**config.mk**
```make
export PLATFORM = sky130hd
export DESIGN_NAME = alu_operand_loader_flat
export DESIGN_NICKNAME = d
export VERILOG_FILES = /design/src/rtl/alu_operand_loader_pkg.sv /design/src/rtl/alu_operand_loader_if.sv /design/src/rtl/alu_operand_loader_sync_edge.sv /design/src/rtl/alu_operand_loader.sv /design/src/flat_wrapper.sv
export SDC_FILE = /design/constraint.sdc
export NUM_CORES = 1
export LEC_CHECK = 0
export CORE_ASPECT_RATIO = 0.9
export CORE_MARGIN = 3
export CORE_UTILIZATION = 35
export DETAILED_ROUTE_END_ITERATION = 6
export GPL_ROUTABILITY_DRIVEN = 0
export GPL_TIMING_DRIVEN = 0
export PLACE_DENSITY = 0.72
export SETUP_SLACK_MARGIN = 0.5
export SYNTH_ARGS = -nofsm -noshare
export SYNTH_HDL_FRONTEND = slang
export SYNTH_SLANG_ARGS = --single-unit
export TNS_END_PERCENT = 1
```
**constraint.sdc**
```tcl
create_clock -name clk -period 1.4 [get_ports clk]
set_input_delay 0.14 -clock clk [delete_from_list [all_inputs] [get_ports clk]]
set_output_delay 0.14 -clock clk [all_outputs]
set_load 0.005 [all_outputs]
```
**src/rtl/alu_operand_loader_pkg.sv**
```systemverilog
// Shared constants for the ALU operand loader: FSM states, reported state codes,
// uio bit positions and the fixed uio output-enable pattern.
package alu_loader_pkg;

    localparam int UIO_STB   = 0;
    localparam int UIO_ABORT = 1;
    localparam int UIO_READY = 4;
    localparam int UIO_BUSY  = 5;

    localparam logic [7:0] UIO_OE_VAL = 8'hF0;

    localparam logic [2:0] S_A    = 3'd0;
    localparam logic [2:0] S_B    = 3'd1;
    localparam logic [2:0] S_OP   = 3'd2;
    localparam logic [2:0] S_EXEC = 3'd3;
    localparam logic [2:0] S_DONE = 3'd4;

    typedef enum logic [1:0] {
        CODE_A    = 2'd0,
        CODE_B    = 2'd1,
        CODE_OP   = 2'd2,
        CODE_EXEC = 2'd3
    } state_code_e;

    // S_DONE is reported as code 0; the host tells it apart from S_A by ready.
    function automatic state_code_e state_code(input logic [2:0] s);
        case (s)
            S_B:     return CODE_B;
            S_OP:    return CODE_OP;
            S_EXEC:  return CODE_EXEC;
            default: return CODE_A;
        endcase
    endfunction

endpackage

```
**src/rtl/alu_operand_loader_if.sv**
```systemverilog
// Parallel operand/result bus between the loader (master) and the 8-bit ALU (slave).
interface alu_operand_loader_if;
    logic [7:0] alu_a;
    logic [7:0] alu_b;
    logic [1:0] alu_sel;
    logic [7:0] alu_result;

    modport master (output alu_a, output alu_b, output alu_sel, input alu_result);
    modport slave  (input alu_a, input alu_b, input alu_sel, output alu_result);
endinterface

```
**src/rtl/alu_operand_loader_sync_edge.sv**
```systemverilog
// Host strobe/abort conditioning: optional 2-flop synchronizer (ALU_LOADER_SYNC_EN)
// followed by a registered rising-edge detector on the strobe.
module strobe_sync_edge (
    input  logic clk,
    input  logic rst_n,
    input  logic strobe_in,
    input  logic abort_in,
    output logic stb,
    output logic abort
);
    logic strobe_s;
    logic strobe_q, strobe_d;

`ifdef ALU_LOADER_SYNC_EN
    logic [1:0] meta_q, meta_d;
    logic [1:0] sync_q, sync_d;

    always_comb begin
        meta_d = {abort_in, strobe_in};
        sync_d = meta_q;
    end

    always_ff @(posedge clk) begin
        if (!rst_n) begin
            meta_q <= '0;
            sync_q <= '0;
        end else begin
            meta_q <= meta_d;
            sync_q <= sync_d;
        end
    end

    assign strobe_s = sync_q[0];
    assign abort    = sync_q[1];
`else
    assign strobe_s = strobe_in;
    assign abort    = abort_in;
`endif

    // History updates regardless of enable so a strobe held across re-enable is not an edge.
    always_comb strobe_d = strobe_s;

    always_ff @(posedge clk) begin
        if (!rst_n) strobe_q <= 1'b0;
        else        strobe_q <= strobe_d;
    end

    assign stb = strobe_s & ~strobe_q;

endmodule

```
**src/rtl/alu_operand_loader.sv**
```systemverilog
// Captures A, B and selector over three host strobes, drives them to the ALU and
// registers its result. Optional input synchronizer: define ALU_LOADER_SYNC_EN.
module alu_operand_loader
    import alu_loader_pkg::*;
#(
    parameter logic [7:0] RES_RESET = 8'h00
) (
    input  logic                        clk,
    input  logic                        rst_n,
    input  logic                        ena,
    input  logic [7:0]                  ui_in,
    input  logic [7:0]                  uio_in,
    output logic [7:0]                  uio_out,
    output logic [7:0]                  uio_oe,
    output logic [7:0]                  uo_out,
    alu_operand_loader_if.master        alu_bus
);
    logic stb, abort;
    logic [5:0] unused_uio;

    logic [2:0] state_q, state_d;
    logic [7:0] a_q, a_d, b_q, b_d, res_q, res_d;
    logic [1:0] sel_q, sel_d;
    logic       ready_q, ready_d;
    logic       busy;

    assign unused_uio = uio_in[7:2];

    strobe_sync_edge u_sync_edge (
        .clk       (clk),
        .rst_n     (rst_n),
        .strobe_in (uio_in[UIO_STB]),
        .abort_in  (uio_in[UIO_ABORT]),
        .stb       (stb),
        .abort     (abort)
    );

    always_comb begin
        state_d = state_q;
        a_d     = a_q;
        b_d     = b_q;
        sel_d   = sel_q;
        res_d   = res_q;
        ready_d = ready_q;
        if (ena) begin
            // Abort outranks a coincident strobe; operands are deliberately kept.
            if (abort) begin
                state_d = S_A;
                ready_d = 1'b0;
                res_d   = RES_RESET;
            end else begin
                case (state_q)
                    S_A: if (stb) begin
                        a_d     = ui_in;
                        state_d = S_B;
                    end
                    S_B: if (stb) begin
                        b_d     = ui_in;
                        state_d = S_OP;
                    end
                    S_OP: if (stb) begin
                        sel_d   = ui_in[1:0];
                        state_d = S_EXEC;
                    end
                    S_EXEC: begin
                        res_d   = alu_bus.alu_result;
                        ready_d = 1'b1;
                        state_d = S_DONE;
                    end
                    S_DONE: if (stb) begin
                        a_d     = ui_in;
                        ready_d = 1'b0;
                        state_d = S_B;
                    end
                    default: state_d = S_A;
                endcase
            end
        end
    end

    always_ff @(posedge clk) begin
        if (!rst_n) begin
            state_q <= S_A;
            a_q     <= '0;
            b_q     <= '0;
            sel_q   <= '0;
            res_q   <= RES_RESET;
            ready_q <= 1'b0;
        end else begin
            state_q <= state_d;
            a_q     <= a_d;
            b_q     <= b_d;
            sel_q   <= sel_d;
            res_q   <= res_d;
            ready_q <= ready_d;
        end
    end

    assign busy = (state_q == S_B) || (state_q == S_OP) || (state_q == S_EXEC);

    always_comb begin
        uio_out            = '0;
        uio_out[7:6]       = state_code(state_q);
        uio_out[UIO_BUSY]  = busy;
        uio_out[UIO_READY] = ready_q;
    end

    assign uio_oe          = UIO_OE_VAL;
    assign uo_out          = res_q;
    assign alu_bus.alu_a   = a_q;
    assign alu_bus.alu_b   = b_q;
    assign alu_bus.alu_sel = sel_q;

endmodule

```
**src/flat_wrapper.sv**
```systemverilog
// flat-port wrapper written by rule: the top's interface ports become plain ports
module alu_operand_loader_flat import alu_loader_pkg::*;
#(
    parameter logic [7:0] RES_RESET = 8'h00
)
  (clk, rst_n, ena, ui_in, uio_in, uio_out, uio_oe, uo_out, alu_bus_alu_a, alu_bus_alu_b, alu_bus_alu_sel, alu_bus_alu_result);
  alu_operand_loader_if alu_bus_i ();
  input  logic clk;
  input  logic rst_n;
  input  logic ena;
  input  logic [7:0] ui_in;
  input  logic [7:0] uio_in;
  output logic [7:0] uio_out;
  output logic [7:0] uio_oe;
  output logic [7:0] uo_out;
  output wire logic [$bits(alu_bus_i.alu_a)-1:0] alu_bus_alu_a;
  output wire logic [$bits(alu_bus_i.alu_b)-1:0] alu_bus_alu_b;
  output wire logic [$bits(alu_bus_i.alu_sel)-1:0] alu_bus_alu_sel;
  input wire logic [$bits(alu_bus_i.alu_result)-1:0] alu_bus_alu_result;
  assign alu_bus_alu_a = alu_bus_i.alu_a;
  assign alu_bus_alu_b = alu_bus_i.alu_b;
  assign alu_bus_alu_sel = alu_bus_i.alu_sel;
  assign alu_bus_i.alu_result = alu_bus_alu_result;
  alu_operand_loader #(.RES_RESET(RES_RESET)) u_core (.clk(clk), .rst_n(rst_n), .ena(ena), .ui_in(ui_in), .uio_in(uio_in), .uio_out(uio_out), .uio_oe(uio_oe), .uo_out(uo_out), .alu_bus(alu_bus_i));
endmodule
```
# Yosys cells after proc, flatten, opt, wreduce, memory -nomap -nowiden
# Index checks and enable logic that the tools add are counted.
# word_totals
reg_bits	31
input_bits	27
out_inout_bits	42
wordCells	41
# op_classes
n_eq_ne	8
muxes	11
n_bitwise	3
reduce_logical	12
# op_table
operator	count
two-way mux 8 bit	2
AND reduction 4 bit	4
two-way mux 3 bit	4
one-hot mux 3 bit (4 select lines)	1
!= test 3 x 2 -> 1 bit, second input constant	3
== test 3 x 2 -> 1 bit, second input constant	2
one-hot mux 2 bit (3 select lines)	1
== test 3 x 1 -> 1 bit, second input constant	1
== test 3 bit, second input constant	1
zero test 3 bit	1
!= test 3 x 1 -> 1 bit, second input constant	1
AND reduction 3 bit	1
nonzero test 3 bit	1
logical OR 1 bit	2
two-way mux 1 bit	2
inverter 1 bit	2
one-hot mux 1 bit (2 select lines)	1
AND reduction 2 bit	1
nonzero test 2 bit	1
OR reduction 2 bit	1
bitwise AND 1 bit	1

# Logic depth before layout (Yosys ltp)
# Gate-level depths: netlist of run 1.
# logic_depth
ltp_word	5
ltp_mapped	5
mapped_depth_nobuf	3

# Modules after synthesis
# From an unflattened synthesis of run 1, not the netlist that was laid out.
# unflattened
hier_cells	141
area_unflattened_um2	1367.6
# by_module_without_submodules
mod	instances	cells_per_inst	area_each_um2	seq_area_each_um2
alu_operand_loader	1	137	1320.0	600.6
strobe_sync_edge	1	4	47.5	20.0

# Least setup slack after synthesis of run 1
# OpenSTA, ideal clock, no wires.
# synth_timing
kind	flip-flop to flip-flop
startpoint	reg u_core.state_q[2]
endpoint	reg u_core.b_q[0], in the netlist u_core.alu_bus.alu_b[0]
setup_time_ns	0.119
arrival_ns	1.271
required_time_ns	1.281
path_slack_ns	0.010
stages_incl_launch_ff	6
n_path_buf	2
period_less_slack_ns	1.390
path_cell_list	dfxtp_1 > buf_6 > nand2b_4 > or4_4 > buf_6 > mux2i_1
# synth_via
elab_chain_len	2
# synth_lines
element	line	rtl
start: declaration	alu_operand_loader.sv:21	logic [2:0] state_q, state_d;
start signal: assignment	alu_operand_loader.sv:90	state_q <= state_d;
== test 3 x 1 -> 1 bit	alu_operand_loader.sv:52	case (state_q)
AND reduction 4 bit (no line)	-	
end signal: assignment	alu_operand_loader.sv:85	b_q <= '0;
end signal: assignment	alu_operand_loader.sv:92	b_q <= b_d;
end: declaration	alu_operand_loader.sv:22	logic [7:0] a_q, a_d, b_q, b_d, res_q, res_d;
# Every way passes these cells.
# A chain may end at the register's enable or synchronous reset.

# Worst setup path after layout of run 1
# layout_timing
startpoint	reg u_core.state_q[2]
endpoint	reg u_core.b_q[6], in the netlist u_core.alu_bus.alu_b[6]
# Same word-level chain as after synthesis.

==> metrics.txt, run 1 <==
status=finished with violations; failing checks=setup timing; Avg Vias per Cell=4.57; Crit Path Category=reg2reg; most common cell after layout, fill and taps aside=nand2_1; VDD IR-drop max=0.512 mV; Area growth syn-to-layout=54.9%; top cell type's share of synthesized area=46.8%; IO buf count=50; hold path endpoint=u_core.u_sync_edge.strobe_q$_SDFF_PN0_; dpl cells=about 240; leading post-synthesis cells by cell area=dfxtp_1 47%, mux2i_1 14%, buf_4 7.9%; # diodes=0; capturing point of the worst reg2reg path=u_core.alu_bus.alu_b[6]$_SDFFE_PN0P_; DRC=0; worst hold path type=in2reg; ys async rst share=0%; sequential-to-total area share from yosys stat=46.8%; DR WL met3=147 um; DR pass1 iterations=4; P_leak=approximately 1 nW; WL/cell=13.2 um; largest net degree at the start of global routing=11; Max Fanout on Critical Path=9; number of synthesized flops with an enable pin=0; Die H=64.4 um; power density over the cells=904 nW/um^2; CTS root buffer=clkbuf_8; RSZ-0062 raised after global routing=true; share of cells above drive strength 1=between 30% and 40%; synthesized area per cell=9.82 sq um; first-iteration detailed-routing DRC count=40; Slew Viols, Final=0; H-tree Lvls=2; number of cells on the worst reg-to-reg path=5; die area=4560 sq um; most frequent cells in the layout=28 x nand2_1, 19 x clkdlybuf4s50_1, 18 x dfxtp_1; Worst setup SP type=register; Util after Layout=just under 60%; clk sinks=31; CTS Buffer Depth=2; Layout Nets=231; Ports=69; CTS Hold Buffers Added=0; post-route minimum period=1.50 ns; DP Wirelength=2.56 mm; CP endpoint kind=register; Max Clock Freq=about 670 MHz; worst endpoint required time=1.56 ns; core outline area=3500 sq um; first-pass GRT wire length=5.40 mm; reg2reg setup slack=-0.10 ns; CTS tree=built; hold-critical path depth=2; clk_skew=0.00808 ns; M1 WL=around 1.3 mm; period utilization=107%; initial antenna violation count=0; number of global-route vias before repair=1103; CTS Buf Count=5; Crit Reg-Reg Startpoint=u_core.state_q[2]$_SDFFE_PN0P_; Critical Path AT=1.66 ns; global route overflow=0; Post-Route WL=3.30 mm; clk_lat worst skew=0.28 ns; synth warn=0; final worst slack=-0.102 ns; Post-Layout Cell Count=249; Hold Vio Cnt, Final=0; top_reg_cell synth=dfxtp_1; crit path launch=u_core.state_q[2]$_SDFFE_PN0P_; post-route ant nets=0; Clock Pin Slew Worst Setup and Hold Paths=0.07 ns; Die W=slightly above 70 um; Yosys top cell by area=dfxtp_1; Initial Util=37.9%; Yosys cell types=27; overall via count from detail_route=1139; routed length on met2=1.83 mm; Post-Syn Area=between 1000 and 1500 sq um; MaxCap Viol Count=0; FF+latch count, synth=31; Core Rows=20; top routing layer in use=met4; final setup fails=15; Syn Inst Count=135; gr usage total=between 10% and 20%; HP Start=uio_in[0]; total power=0.00186 W
[sequential cells by signal, indices dropped and copies added (netlist names)]
register                     count
u_core.state_q                   3
u_core.alu_bus.alu_a             8
u_core.alu_bus.alu_sel           2
u_core.alu_bus.alu_b             8
u_core.uo_out                    8
u_core.u_sync_edge.strobe_q      1
u_core.ready_q                   1
[logic make-up after synthesis]
family | count (synthesis) | share of synthesized area [%]
buffers and inverters | 24 | 12.0
other | 2 | 0.566
AND/OR/NAND/NOR | 44 | 16.9
multiplexers | 18 | 13.6
flip-flops | 31 | 46.8
AO/OA/AOI/OAI | 16 | 10.2
[critical path, stage by stage (launching register included)]
cell      delay, ns
dfxtp_1        0.31
buf_6          0.13
nand2b_4       0.15
or4_4          0.48
buf_8          0.17
mux2i_2        0.15
[cells in the mapped netlist (all sizes together) (2+ instances only)]
cell type and n:
inv 3, a22o 8, nand2b 2, a221o 2, or4 2, and2 2
mux2i 18, conb 2, nand2 28, clkbuf 4, a21oi 2, buf 17
nor2b 2, nor2 4, dfxtp 31
[metrics by stage]
stage	setup TNS (ns)	hold slack, ns	setup WS [ns]	instance area, sq um
floorplan	0	0.262	0.00964	1360
global placement	-11.54	0.447	-0.539	1920
detailed placement	-12.06	0.456	-0.566	1920
CTS	-0.429	0.267	-0.0815	2050
global route	-2.06	0.284	-0.138	2050
finish	-0.631	0.272	-0.102	2050
[layer usage]
metal | vias up | global-route usage, %
li1 | 572 | -
met1 | 538 | 16.4
met2 | 24 | 28.4
met3 | 5 | 4.09
met4 | 0 | 4.23
met5 | - | 0
[power breakdown]
| group | total, W | internal (W) | switching (W) |
|---|---|---|---|
| logic | 0.000196 | 0.000114 | 0.0000821 |
| registers | 0.000898 | 0.000891 | 0.00000733 |
| clock network | 0.000764 | 0.000448 | 0.000316 |
[worst max-delay path by stage]
stage | end | slack, ns | depth (start not counted)
4_1_cts | u_core.alu_bus.alu_b[6]$_SDFFE_PN0P_ | -0.08 | 5
5_1_grt | u_core.alu_bus.alu_b[6]$_SDFFE_PN0P_ | -0.14 | 5
2_1_floorplan | u_core.alu_bus.alu_b[0]$_SDFFE_PN0P_ | 0.01 | 5
6_report | u_core.alu_bus.alu_b[6]$_SDFFE_PN0P_ | -0.10 | 5
3_3_place_gp | u_core.uo_out[4]$_SDFFE_PN0P_ | -0.54 | 5
3_5_place_dp | u_core.uo_out[6]$_SDFFE_PN0P_ | -0.57 | 5
[cell type report]
class	instances	area [sq um]
fillers	307	1450
flip-flops and latches	31	642
multi-input cells	90	617
repair buffers	52	467
plain buffers	21	163
clock buffers	8	100
well taps	44	55.1
inverters	3	11.3
[what timing repair did]
| item | CTS | global route |
|---|---|---|
| pin swaps | 2 | 2 |
| gates resized for setup | 102 | 12 |
| setup buffers | 2 | 0 |
| endpoints found under the setup margin | 61 | 52 |
(Power assumes the default switching activity.)
==> inputs of run 2 (changes only) <==
==> constraint.sdc (replaced) <==
create_clock -name clk -period 1.4 [get_ports clk]
set_input_delay 0.14 -clock clk [delete_from_list [all_inputs] [get_ports clk]]
set_output_delay 0.14 -clock clk [all_outputs]
set_load 0.1 [all_outputs]
==> run 2 against run 1 <==
Against the previous run:
- count of clock-buffer cells in the layout fell by 2
- power grew 8.9%
- global-route usage is 2.3 points higher
- critical endpoint is now u_core.alu_bus.alu_b[4]$_SDFFE_PN0P_
- clock power is 11% lower
- design area grew 16%
- critical path type unchanged
- sequential power is 1% higher
- the run still ends with setup timing left
- largest cell class is now buffers
==> metrics.txt, run 2 (same netlist as run 1, synthesis figures left out) <==
hold_ws=0.395 ns (+0.124 ns); VDD IR-drop max=0.579 mV (+13%); DRC=0 (unchanged); Worst slew margin=roughly 64%; global route overflow=0 (unchanged); post-CTS setup buffers=0 (-2); Die H=64.4 um (unchanged); first-pass GRT wire length=6.18 mm (+15%); top routing layer in use=met4; Cell Int Power=0.00138 W (-4.9%); Initial Util=37.9% (unchanged); CTS Hold Buffers Added=0 (unchanged); CTS root buffer=clkbuf_8; power density over the cells=852 nW/um^2 (-5.8%); final worst slack=-0.121 ns (-0.0189 ns); WL/cell=15.0 um (+14%); IO buf count=50 (unchanged); P_leak=1.09 nW (+8.0%); period utilization=109% (+1.4 points); MaxCap Viol Count=0 (unchanged); Worst setup SP type=register; Crit Path Category=reg2reg; initial antenna violation count=0 (unchanged); DP Wirelength=2.58 mm (+0.70%); Sw Ratio=31.7% (+9.9 points); Combinational Power Share=21.6% (+11 points); post-route minimum period=1.52 ns (+0.0189 ns); Core Rows=20 (unchanged); Hold Vio Cnt, Final=0 (unchanged); Post-Route WL=3.72 mm (+13%); routed length on met2=2.00 mm (+9.1%); overall via count from detail_route=1195 (+4.9%); worst hold path type=in2reg; reg2reg setup slack=-0.12 ns (-0.02 ns); slowest CP cell=or4_4; CTS Buf Count=5 (unchanged); clk_skew=0.00621 ns (-0.00187 ns); die area=4560 sq um (unchanged); Critical Path AT=1.72 ns (+0.06 ns); gr usage total=17.3% (+2.3 points); DR pass1 iterations=4 (unchanged); Slew @ Worst Pin=approximately 0.54 ns; clk sinks=31 (unchanged); Max Fanout on Critical Path=9 (unchanged); Clock Pin Slew Worst Setup and Hold Paths=0.07 ns (about the same); core outline area=3500 sq um (unchanged); # diodes=0 (unchanged); Avg Vias per Cell=4.84 (+5.8%); most frequent cells in the layout=29 x buf_12, 28 x nand2_1, 18 x mux2i_1, 18 x clkdlybuf4s50_1, 16 x dfxtp_2; first-iteration detailed-routing DRC count=52 (+30%); CTS Buffer Depth=2 (unchanged); Ports=69 (unchanged); RSZ-0062 raised after global routing=true; Layout Nets=229 (-0.87%); sequential share of power=44.9% (-3.4 points); CP endpoint kind=register; Max Clock Freq=658 MHz (-1.2%); Die W=70.9 um (unchanged); Slew Viols, Final=0 (unchanged); failing checks=setup timing; share of cells above drive strength 1=39.9% (+4.3 points); Psw=0.000641 W (+58%); final setup fails=20 (+5); clk_lat worst skew=0.28 ns (about the same); Clk pwr share=33.5% (-7.6 points); Area growth syn-to-layout=79.1%; H-tree Lvls=2 (unchanged); largest net degree at the start of global routing=11 (unchanged); slowest stage delay, CP=0.48 ns (about the same); M1 WL=1.41 mm (+9.6%); DR WL met3=266 um (+81%); CTS tree=built; post-route ant nets=0 (unchanged); status=finished with violations; Layout fillers=273 (-11%); worst path cell trace=buf_6 > nand2b_4 > or4_4 > buf_8 > mux2i_1; number of global-route vias before repair=1252 (+14%); total power=0.00202 W (+8.9%); most common cell after layout, fill and taps aside=buf_12; worst endpoint required time=1.60 ns (+0.04 ns)
==> run 2: cell type report <==
type	instances	area, sq um	share of cell area (%)
multi-input combinational	90	609	25.7
sequential	31	644	27.1
clock buffer	6	72.6	3.06
buffer	21	176	7.43
tap	44	55.1	2.32
inverter	3	11.3	0.474
clock inverter	2	12.5	0.527
timing repair buffer	50	793	33.4
==> run 2: metrics by stage <==
step | setup TNS, ns | util, % | worst slack, ns | instances | cell area (sq um)
2_1_floorplan | -0.614 | - | -0.306 | 145 | 1380
3_3_place_gp | -19.72 | 55.1 | -0.639 | 239 | 1930
3_5_place_dp | -20.37 | 55.1 | -0.674 | 239 | 1930
4_1_cts | -0.678 | 67.4 | -0.125 | 247 | 2360
5_1_grt | -2.60 | 67.8 | -0.176 | 247 | 2370
6_report | -0.758 | 67.8 | -0.121 | 247 | 2370
==> run 2: power by group through the flow <==
stage	Sequential [W]	Clock [W]	Combinational, W
after global routing	0.000908	0.000741	0.000456
after floorplan	0.000978	0	0.000246
after detailed placement	0.000922	0	0.000402
after CTS	0.000906	0.000696	0.000432
final	0.000908	0.000677	0.000438
after global placement	0.000921	0	0.000400
==> run 2: critical path: cells and delay by family (launching register included) <==
family	cells	cell delay, ns
and+or+nand+nor	2	0.63
DFF	1	0.32
buffers and inverters	2	0.30
muxes	1	0.19
==> run 2: layer usage <==
layer / vias to the layer above / track usage (%)
li1: 570 / -
met1: 559 / 19.5
met2: 60 / 31.3
met3: 6 / 4.40
met4: 0 / 6.34
met5: - / 0
==> run 2: worst paths after layout <==
path / startpoint / endpoint / cells past startpoint
worst min-delay path: ena / u_core.state_q[1]$_SDFFE_PN0P_ / 4
worst min register to register: u_core.alu_bus.alu_a[7]$_SDFFE_PN0P_ / u_core.alu_bus.alu_a[7]$_SDFFE_PN0P_ / 2
worst max-delay path: u_core.state_q[2]$_SDFFE_PN0P_ / u_core.alu_bus.alu_b[4]$_SDFFE_PN0P_ / 5
worst max register to register: u_core.state_q[2]$_SDFFE_PN0P_ / u_core.alu_bus.alu_b[4]$_SDFFE_PN0P_ / 5
==> run 2: repair_timing <==
item / in CTS / in global routing
endpoints found under the setup margin: 61 / 60
gates resized for setup: 294 / 5
pin swaps: 5 / 5
==> inputs of run 3 (changes only) <==
--- a/config.mk
+++ b/config.mk
@@ -10,7 +10,6 @@
 export CORE_UTILIZATION = 35
 export DETAILED_ROUTE_END_ITERATION = 6
 export GPL_ROUTABILITY_DRIVEN = 0
-export GPL_TIMING_DRIVEN = 0
 export PLACE_DENSITY = 0.72
 export SETUP_SLACK_MARGIN = 0.5
 export SYNTH_ARGS = -nofsm -noshare
==> run 3 against run 2 <==
Against the previous run:
- via count shrank 6.9%
- first-iteration DRC count down 38%
- highest routed layer unchanged
- critical path depth shrank 2
- the run now ends clean
- design area shrank 3.0%
- maximum frequency up 11%
- wire length down 14%
==> metrics.txt, run 3 (same netlist as run 1, synthesis figures left out) <==
CTS root buffer=clkbuf_8; clk sinks=31 (unchanged); Worst setup SP type=register; CTS tree=built; DP Wirelength=2.48 mm (-4.0%); Max Fanout on Critical Path=9 (unchanged); VDD IR-drop max=0.658 mV (+14%); overall via count from detail_route=1113 (-6.9%); most common cell after layout, fill and taps aside=buf_12; DRC=0 (unchanged); largest net degree at the start of global routing=28 (+17); Psw=0.000607 W (-5.3%); CTS Hold Buffers Added=0 (unchanged); Setup WS pre-CTS=-0.396 ns (+0.278 ns); Sw Ratio=29.3% (-2.4 points); Ports=69 (unchanged); post-CTS setup buffers=0 (unchanged); Die W=70.9 um (unchanged); post-route minimum period=1.37 ns (-0.151 ns); die area=4560 sq um (unchanged); Die H=64.4 um (unchanged); Slew Viols, Final=0 (unchanged); CP endpoint kind=register; number of cells on the worst reg-to-reg path=3 (-2); Cell Int Power=0.00146 W (+5.9%); slowest stage delay, CP=0.59 ns (+0.11 ns); clk_lat worst skew=0.27 ns (about the same); worst endpoint required time=1.56 ns (-0.04 ns); most frequent cells in the layout=30 x buf_12, 28 x nand2_1, 18 x mux2i_1, 18 x clkdlybuf4s50_1, 17 x dfxtp_1; Max Clock Freq=730 MHz (+11%); Area growth syn-to-layout=73.7%; number of global-route vias before repair=1135 (-9.3%); share of cells above drive strength 1=37.5% (-2.4 points); IO buf count=50 (unchanged); RSZ-0062 raised after global routing=true; Layout Nets=218 (-4.8%); WL/cell=13.5 um (-10%); global route overflow=0 (unchanged); Util after Layout=65.8% (-2.0 points); DR pass1 iterations=4 (unchanged); slowest CP cell=or4_4; hold-critical path depth=2 (-2); clk_skew=0.00527 ns (-0.000934 ns); Combinational Power Share=20.0% (-1.6 points); sequential share of power=43.6% (-1.3 points); power density over the cells=899 nW/um^2 (+5.5%); post-route ant nets=0 (unchanged); Avg Vias per Cell=4.72 (-2.5%); P_leak=1.04 nW (-4.3%); CTS Buffer Depth=2 (unchanged); CTS Buf Count=5 (unchanged); Initial Util=37.9% (unchanged); worst path cell trace=nand2b_4 > or4_4 > mux2i_1; # diodes=0 (unchanged); MaxCap Viol Count=0 (unchanged); worst hold path type=in2reg; core outline area=3500 sq um (unchanged); Post-Route WL=3.19 mm (-14%); Critical Path AT=1.53 ns (-0.19 ns); Crit Path Category=reg2reg; Clock Pin Slew Worst Setup and Hold Paths=0.06 ns (about the same); initial antenna violation count=0 (unchanged); Hold Vio Cnt, Final=0 (unchanged); H-tree Lvls=2 (unchanged); gr usage total=14.9% (-2.4 points); period utilization=97.8% (-11 points); first-iteration detailed-routing DRC count=32 (-38%); Clk pwr share=36.3% (+2.8 points); final worst slack=0.0306 ns (+0.151 ns); Core Rows=20 (unchanged); first-pass GRT wire length=5.30 mm (-14%); status=finished, final reports clean; Layout fillers=277 (+1.5%); final setup fails=0 (-100%)
## run 3: changes by cell type in the layout (fill, tap and decap cells not counted), moves of 2 or more
cell	delta
buf_4	-5
buf_8	-2
dfxtp_1	+3
dfxtp_2	-3
nor2_2	+2
## run 3: power groups by stage
stage / registers, W / clock network (W) / logic, W
4_1_cts: 0.000906 / 0.000771 / 0.000412
3_5_place_dp: 0.000925 / 0 / 0.000410
6_report: 0.000904 / 0.000753 / 0.000415
2_1_floorplan: 0.000978 / 0 / 0.000246
5_1_grt: 0.000905 / 0.000817 / 0.000431
3_3_place_gp: 0.000925 / 0 / 0.000405
## run 3: per-layer routing
metal,wire [um],share of wire [%],GRT usage [%],up-vias
li1,-,-,-,545
met1,1310,41,17.8,523
met2,1590,50,24.0,38
met3,198,6.2,4.09,7
met4,82,2.6,8.45,0
met5,0,0,0,-
## run 3: worst max-delay path, delay by kind of cell (launching register included)
kind / cells / cell delay (ns)
AND/OR/NAND/NOR: 2 / 0.75
multiplexers: 1 / 0.16
flip-flops: 1 / 0.34
## run 3: worst paths after layout
check | startpoint | slack [ns] | endpoint
min reg2reg | u_core.alu_bus.alu_b[2]$_SDFFE_PN0P_ | 0.48 | u_core.alu_bus.alu_b[2]$_SDFFE_PN0P_
max reg2reg | u_core.state_q[2]$_SDFFE_PN0P_ | 0.03 | u_core.alu_bus.alu_b[1]$_SDFFE_PN0P_
max | u_core.state_q[2]$_SDFFE_PN0P_ | 0.03 | u_core.alu_bus.alu_b[1]$_SDFFE_PN0P_
min | uio_in[0] | 0.28 | u_core.u_sync_edge.strobe_q$_SDFF_PN0_
## run 3: per-stage QoR
| step | setup TNS (ns) | hold slack, ns | power (W) | cells | instance area (sq um) |
|---|---|---|---|---|---|
| floorplan | -0.614 | 0.262 | 0.00122 | 145 | 1380 |
| global placement | -7.77 | 0.485 | 0.00133 | 228 | 2160 |
| detailed placement | -8.83 | 0.493 | 0.00133 | 228 | 2160 |
| CTS | 0 | 0.278 | 0.00209 | 236 | 2280 |
| global route | -0.275 | 0.276 | 0.00215 | 236 | 2300 |
| finish | 0 | 0.282 | 0.00207 | 236 | 2300 |
## run 3: area by class of cell
class | instances | area [sq um] | area share [%]
multi-input combinational | 90 | 616 | 26.7
tap | 44 | 55.1 | 2.39
clock buffer | 8 | 100 | 4.35
inverter | 3 | 11.3 | 0.489
sequential | 31 | 641 | 27.8
timing repair buffer | 60 | 881 | 38.2
## run 3: timing repair
action / 4_1_cts / 5_1_grt
cloned: 0 / 0
setup endpoints to repair: 60 / 61
pin swaps: 1 / 0
resized for setup: 8 / 17
